### src/rtl/multicycle_controller.sv
// multicycle_controller: control FSM for the multicycle RV32I core.
// Sequences memory, ALU, PC, IR and register file over several cycles.
module multicycle_controller (
  input  logic       clk,
  input  logic       rst_n,
  input  logic [6:0] op,
  input  logic       zero,
  input  logic       mem_ready,
  output logic       mem_req,
  output logic       adr_src,
  output logic       ir_write,
  output logic       pc_write,
  output logic       mem_write,
  output logic       reg_write,
  output logic [1:0] result_src,
  output logic [1:0] alu_src_a,
  output logic [1:0] alu_src_b,
  output logic [1:0] alu_op,
  output logic [1:0] imm_src,
  output logic       instr_done,
  output logic       trap
);

  localparam logic [6:0] OP_LW  = 7'b0000011;
  localparam logic [6:0] OP_SW  = 7'b0100011;
  localparam logic [6:0] OP_R   = 7'b0110011;
  localparam logic [6:0] OP_I   = 7'b0010011;
  localparam logic [6:0] OP_BEQ = 7'b1100011;
  localparam logic [6:0] OP_JAL = 7'b1101111;

  typedef enum logic [3:0] {
    S_FETCH,
    S_DECODE,
    S_MEMADR,
    S_MEMREAD,
    S_MEMWB,
    S_MEMWRITE,
    S_EXECR,
    S_EXECI,
    S_ALUWB,
    S_BEQ,
    S_JAL,
    S_TRAP
  } state_t;

  state_t state;
  state_t state_n;

  always_ff @(posedge clk or negedge rst_n) begin
    if (!rst_n) state <= S_FETCH;
    else        state <= state_n;
  end

  always_comb begin
    state_n = state;
    unique case (state)
      S_FETCH:
        if (mem_ready) state_n = S_DECODE;
      S_DECODE:
        unique case (1'b1)
          (op == OP_LW),
          (op == OP_SW):  state_n = S_MEMADR;
          (op == OP_R):   state_n = S_EXECR;
          (op == OP_I):   state_n = S_EXECI;
          (op == OP_BEQ): state_n = S_BEQ;
          (op == OP_JAL): state_n = S_JAL;
          default:        state_n = S_TRAP;
        endcase
      S_MEMADR:
        state_n = (op == OP_SW) ? S_MEMWRITE
                                : S_MEMREAD;
      S_MEMREAD:
        if (mem_ready) state_n = S_MEMWB;
      S_MEMWB:    state_n = S_FETCH;
      S_MEMWRITE:
        if (mem_ready) state_n = S_FETCH;
      S_EXECR:    state_n = S_ALUWB;
      S_EXECI:    state_n = S_ALUWB;
      S_ALUWB:    state_n = S_FETCH;
      S_BEQ:      state_n = S_FETCH;
      S_JAL:      state_n = S_ALUWB;
      S_TRAP:     state_n = S_TRAP;
      default:    state_n = S_FETCH;
    endcase
  end

  // Outputs are gated by rst_n so the datapath sees all zeros in reset.
  always_comb begin
    mem_req    = 1'b0;
    adr_src    = 1'b0;
    ir_write   = 1'b0;
    pc_write   = 1'b0;
    mem_write  = 1'b0;
    reg_write  = 1'b0;
    result_src = 2'b00;
    alu_src_a  = 2'b00;
    alu_src_b  = 2'b00;
    alu_op     = 2'b00;
    imm_src    = 2'b00;
    instr_done = 1'b0;
    trap       = 1'b0;
    if (rst_n) begin
      unique case (1'b1)
        (op == OP_SW):  imm_src = 2'b01;
        (op == OP_BEQ): imm_src = 2'b10;
        (op == OP_JAL): imm_src = 2'b11;
        default:        imm_src = 2'b00;
      endcase
      unique case (state)
        S_FETCH: begin
          mem_req    = 1'b1;
          alu_src_b  = 2'b10;
          result_src = 2'b10;
          ir_write   = mem_ready;
          pc_write   = mem_ready;
        end
        S_DECODE: begin
          alu_src_a = 2'b01;
          alu_src_b = 2'b01;
        end
        S_MEMADR: begin
          alu_src_a = 2'b10;
          alu_src_b = 2'b01;
        end
        S_MEMREAD: begin
          mem_req = 1'b1;
          adr_src = 1'b1;
        end
        S_MEMWB: begin
          result_src = 2'b01;
          reg_write  = 1'b1;
          instr_done = 1'b1;
        end
        S_MEMWRITE: begin
          mem_req    = 1'b1;
          mem_write  = 1'b1;
          adr_src    = 1'b1;
          instr_done = mem_ready;
        end
        S_EXECR: begin
          alu_src_a = 2'b10;
          alu_op    = 2'b10;
        end
        S_EXECI: begin
          alu_src_a = 2'b10;
          alu_src_b = 2'b01;
          alu_op    = 2'b10;
        end
        S_ALUWB: begin
          reg_write  = 1'b1;
          instr_done = 1'b1;
        end
        S_BEQ: begin
          alu_src_a  = 2'b10;
          alu_op     = 2'b01;
          pc_write   = zero;
          instr_done = 1'b1;
        end
        S_JAL: begin
          alu_src_a = 2'b01;
          alu_src_b = 2'b10;
          pc_write  = 1'b1;
        end
        S_TRAP: trap = 1'b1;
        default: ;
      endcase
    end
  end

endmodule

### config.mk
export PLATFORM = sky130hd
export DESIGN_NAME = multicycle_controller
export DESIGN_NICKNAME = d
export VERILOG_FILES = /design/src/rtl/multicycle_controller.sv
export SDC_FILE = /design/constraint.sdc
export NUM_CORES = 1
export LEC_CHECK = 0
export CORE_UTILIZATION = 39
export CTS_CLUSTER_SIZE = 16
export DETAILED_ROUTE_END_ITERATION = 10
export HOLD_SLACK_MARGIN = 0.1
export PLACE_DENSITY = 0.88
export RECOVER_POWER = 50
export SKIP_LAST_GASP = 1
export SYNTH_ARGS = -nofsm -noshare
export SYNTH_HDL_FRONTEND = slang
export SYNTH_SLANG_ARGS = --single-unit
### constraint.sdc
create_clock -name clk -period 1.7 [get_ports clk]
set_clock_uncertainty 0.15 [all_clocks]
set_input_delay 0.255 -clock clk [delete_from_list [all_inputs] [get_ports clk]]
set_output_delay 0.255 -clock clk [all_outputs]
set_load 0.02 [all_outputs]
==> summary.txt, run 1 <==
Root Buffer - clkbuf_4
Worst ep type - output port
Boundary Pins - 29
Initial Utilization - 43.8%
Top_reg_cell synth - dfrtp_1
Flip-flop and latch count after synthesis - 4
Dpl cell area - 1170 µm²
Die W - 41.2 µm
Halt Stage - global routing (5_1_grt)
GP Congestion - 0.815
Register area share after synthesis - 16.7%
Status - stopped before the end
CTS sink cnt - 4
Post-synth top cells - nor2_1 (15), nand2b_1 (9), nand2_1 (8)
Largest cells by area after synthesis - dfrtp_1 (17%), nand2b_1 (9.4%), nor2_1 (9.4%), nand2_1 (5.0%), a21oi_1 (4.2%)
Cell count after synthesis - 91
Die extent in y - 41.2 µm
Largest area contributor in the netlist - dfrtp_1
YS warnings - 0
PortBufs - 28
Clk buf depth - 2
Stop err - [ERROR DPL-0038] Utilization greater than 100%, impossible to legalize
Placed Cells - 167
EDFF count, synth - 0
Syn nets - 102
Synth unique cells - 34
H-tree depth - 1
Dpl hpwl - 1870 µm
Area of the mapped netlist - 598 µm²
Fraction of registers with async set/reset - 100%
Crit. endpoint post-GRT repair - alu_src_a[0]
Count leader, synth - nor2_1
CTS buffer count - 3
Largest net degree at the start of global routing - 8
Top-area cell type share of the netlist area - 16.7%
Syn_area_per_cell - 6.57 µm²
Core Rows - 13
-- repair_timing --
item,4_1_cts
resized for setup,124
pin swaps,12
hold buffers,1
hold endpoints to repair,4
buffers inserted,6
setup endpoints to repair,19
-- cells by family after synthesis --
| group | after synthesis | share of synthesized area, % |
|---|---|---|
| buffers and inverters | 7 | 4.81 |
| flip-flops | 4 | 16.7 |
| AND/OR/NAND/NOR | 59 | 54.4 |
| multiplexers | 1 | 1.67 |
| AO/OA/AOI/OAI | 19 | 20.9 |
| XOR/XNOR | 1 | 1.46 |
-- through the flow --
stage	hold slack (ps)	worst slack, ps
4_1_cts	556	-85.2
3_5_place_dp	491	-642
3_3_place_gp	477	-569
2_1_floorplan	-191	-61.0
==> inputs of run 2 (changes only) <==
--- a/config.mk
+++ b/config.mk
@@ -5,11 +5,10 @@
 export SDC_FILE = /design/constraint.sdc
 export NUM_CORES = 1
 export LEC_CHECK = 0
-export CORE_UTILIZATION = 39
-export CTS_CLUSTER_SIZE = 16
+export CORE_AREA = 2 2 63 65
 export DETAILED_ROUTE_END_ITERATION = 10
-export HOLD_SLACK_MARGIN = 0.1
-export PLACE_DENSITY = 0.88
+export DIE_AREA = 0 0 65 67
+export PLACE_DENSITY_LB_ADDON = 0.15
 export RECOVER_POWER = 50
 export SKIP_LAST_GASP = 1
 export SYNTH_ARGS = -nofsm -noshare
==> run 2 against run 1 <==
Against the previous run:
- the flow now finishes, with violations (negative setup slack)
- synthesized area unchanged
- synthesized cell count stayed put
==> summary.txt, run 2 <==
Status - finished, violations left
Area grow syn2layout - 122%
CTS tree - done
Initial Utilization - 16.6%
Total Routed Length - 2360 µm
Leakage power - 0.000627 µW
GP Congestion - 0.851
Largest cells by area after synthesis - dfrtp_1 (17%), nand2b_1 (9.4%), nor2_1 (9.4%), nand2_1 (5.0%), a21oi_1 (4.2%)
EDFF count, synth - 0
Crit-path max FO - 6
Hold_ws - 74.0 ps
Setup Crit Path Kind - flop to output port
Fmax - 0.563 GHz
Largest net degree at the start of global routing - 10
Post-route ant nets - 0
Die extent in y - 67 µm
CP required - 1290 ps
Fill cells - 391
Root Buffer - clkbuf_8
Share of layout cells above drive strength 1 - 54.1%
Syn nets - 102
First-pass GRT wire length - 4080 µm
Hold crit path type - input pin to asynchronous set/reset pin
Register area share after synthesis - 16.7%
Tcrit/Tclk final - 104%
First-pass DRT Iterations - 4
Unrepaired setup endpoints after global routing - yes
Routed length per placed instance - 11.4 µm
# DRC - 0
Worst setup margin - -75.4 ps
Crit. End Element - output port
Post-synth top cells - nor2_1 (15), nand2b_1 (9), nand2_1 (8)
Footprint of the multi-input gates - 558 µm²
H-tree depth - 1
Dpl cell area - 1210 µm²
Seq. cell area - 105 µm²
Vias - 895
Core Rows - 22
Core Box Area - 3610 µm²
CTS sink cnt - 4
YS warnings - 0
Final hold vios - 0
Synth unique cells - 34
Max-Cap Viols - 0
Design area - 1330 µm²
Largest area contributor in the netlist - dfrtp_1
Commonest non-fill, non-tap cell in the layout - buf_4
Worst reg2reg startpoint - state[0]$_DFFE_PN0P_
Final setup fails - 6
Top-area cell type share of the netlist area - 16.7%
Largest registers - state: 4 flops
Clock latency on the worst-skew pair - 210 ps
Count leader, synth - nor2_1
Clk buf depth - 2
Total Routing Usage GR - 11.9%
Fin. max-slew vios - 0
Remaining Overflow, GRT - 0
CTS buffer count - 3
Top_reg_cell synth - dfrtp_1
Pwr/cell area - 1590 nW/µm²
Syn_area_per_cell - 6.57 µm²
Clock slew at reported path FFs - 30 ps
PortBufs - 28
Fraction of registers with async set/reset - 100%
Post-layout minimum cycle time - 1780 ps
Full die area - 4360 µm²
Final net count - 172
Arrival time worst endpoint - 1370 ps
Hold Buf Count CTS - 0
Max reg flops - 4
Element type at the critical path start - flop
Worst slew pin tran - 239 ps
Largest register by flop count - state
VDD IR max - 0.328 mV
Relative slew slack - 84.1%
Vias in the first global route - 919
Initial antenna violation count - 0
DR iter-0 viols - 35
Worst setup path startpoint - state[2]$_DFFE_PN0P_
Boundary Pins - 29
Failing checks - negative setup slack
Diode count - 0
Area of the mapped netlist - 598 µm²
Vias per cell - 4.32
Cell count after synthesis - 91
Most frequent cells in the layout - buf_4 (42), nor2_1 (12), buf_6 (10), dlygate4sd2_1 (9), nand2b_1 (6)
Flip-flop and latch count after synthesis - 4
Die W - 65 µm
Dpl hpwl - 1870 µm
## run 2: cells by family after synthesis
logic type	synth area share, %
XOR/XNOR	1.46
AO/OA/AOI/OAI	20.9
multiplexers	1.67
buffers and inverters	4.81
AND/OR/NAND/NOR	54.4
flip-flops	16.7
## run 2: critical path: stages (launching register included)
cell and delay, ps:
dfrtp_2 450, xor2_1 190, and3_4 160, or2_4 220, buf_6 130
## run 2: worst paths after layout
check | end | cells past startpoint | slack (ps)
worst max-delay path | mem_req | 4 | -80
max in group asynchronous | state[2]$_DFFE_PN0P_ | 2 | 1120
worst min register to register | state[1]$_DFFE_PN0P_ | 2 | 570
worst min-delay path | state[1]$_DFFE_PN0P_ | 2 | 70
worst max register to register | state[0]$_DFFE_PN0P_ | 7 | 40
min in group clk | state[0]$_DFFE_PN0P_ | 4 | 530
## run 2: what timing repair did
item,CTS,global route
gates resized for setup,120,11
pin swaps,13,5
buffers inserted,4,0
endpoints found under the setup margin,19,16
## run 2: final cells by class
cell class / instances / share of cell area [%]
Clock buffer: 3 / 3.11
Multi-Input combinational cell: 80 / 42.1
Timing Repair Buffer: 70 / 41.8
Sequential cell: 4 / 7.92
Inverter: 2 / 0.566
Tap cell: 48 / 4.53
## run 2: metrics by stage
step	setup slack, ps	std cells	setup TNS (ps)	power (µW)	utilization, %
2_1_floorplan	-61.0	91	-105	925	-
3_3_place_gp	-627	200	-9490	1670	33.7
3_5_place_dp	-666	200	-9880	1670	33.7
4_1_cts	-84.6	207	-454	2070	36.2
5_1_grt	-125	207	-991	2270	36.8
6_report	-75.4	207	-291	2110	36.8
## run 2: per-layer routing
layer  GRT usage (%)  wire length (µm)
met1            14.4              1080
met2            21.6              1190
met3            1.52                80
met4            3.99                14
met5               0                 0
## run 2: report_power, final
group          switching (µW)  leakage, µW  internal, µW
combinational             750     0.000560           902
sequential                107    0.0000453           153
clock                    45.2    0.0000216           151
total                     902     0.000627          1200
Note: power is estimated with default switching activity, not from simulation.
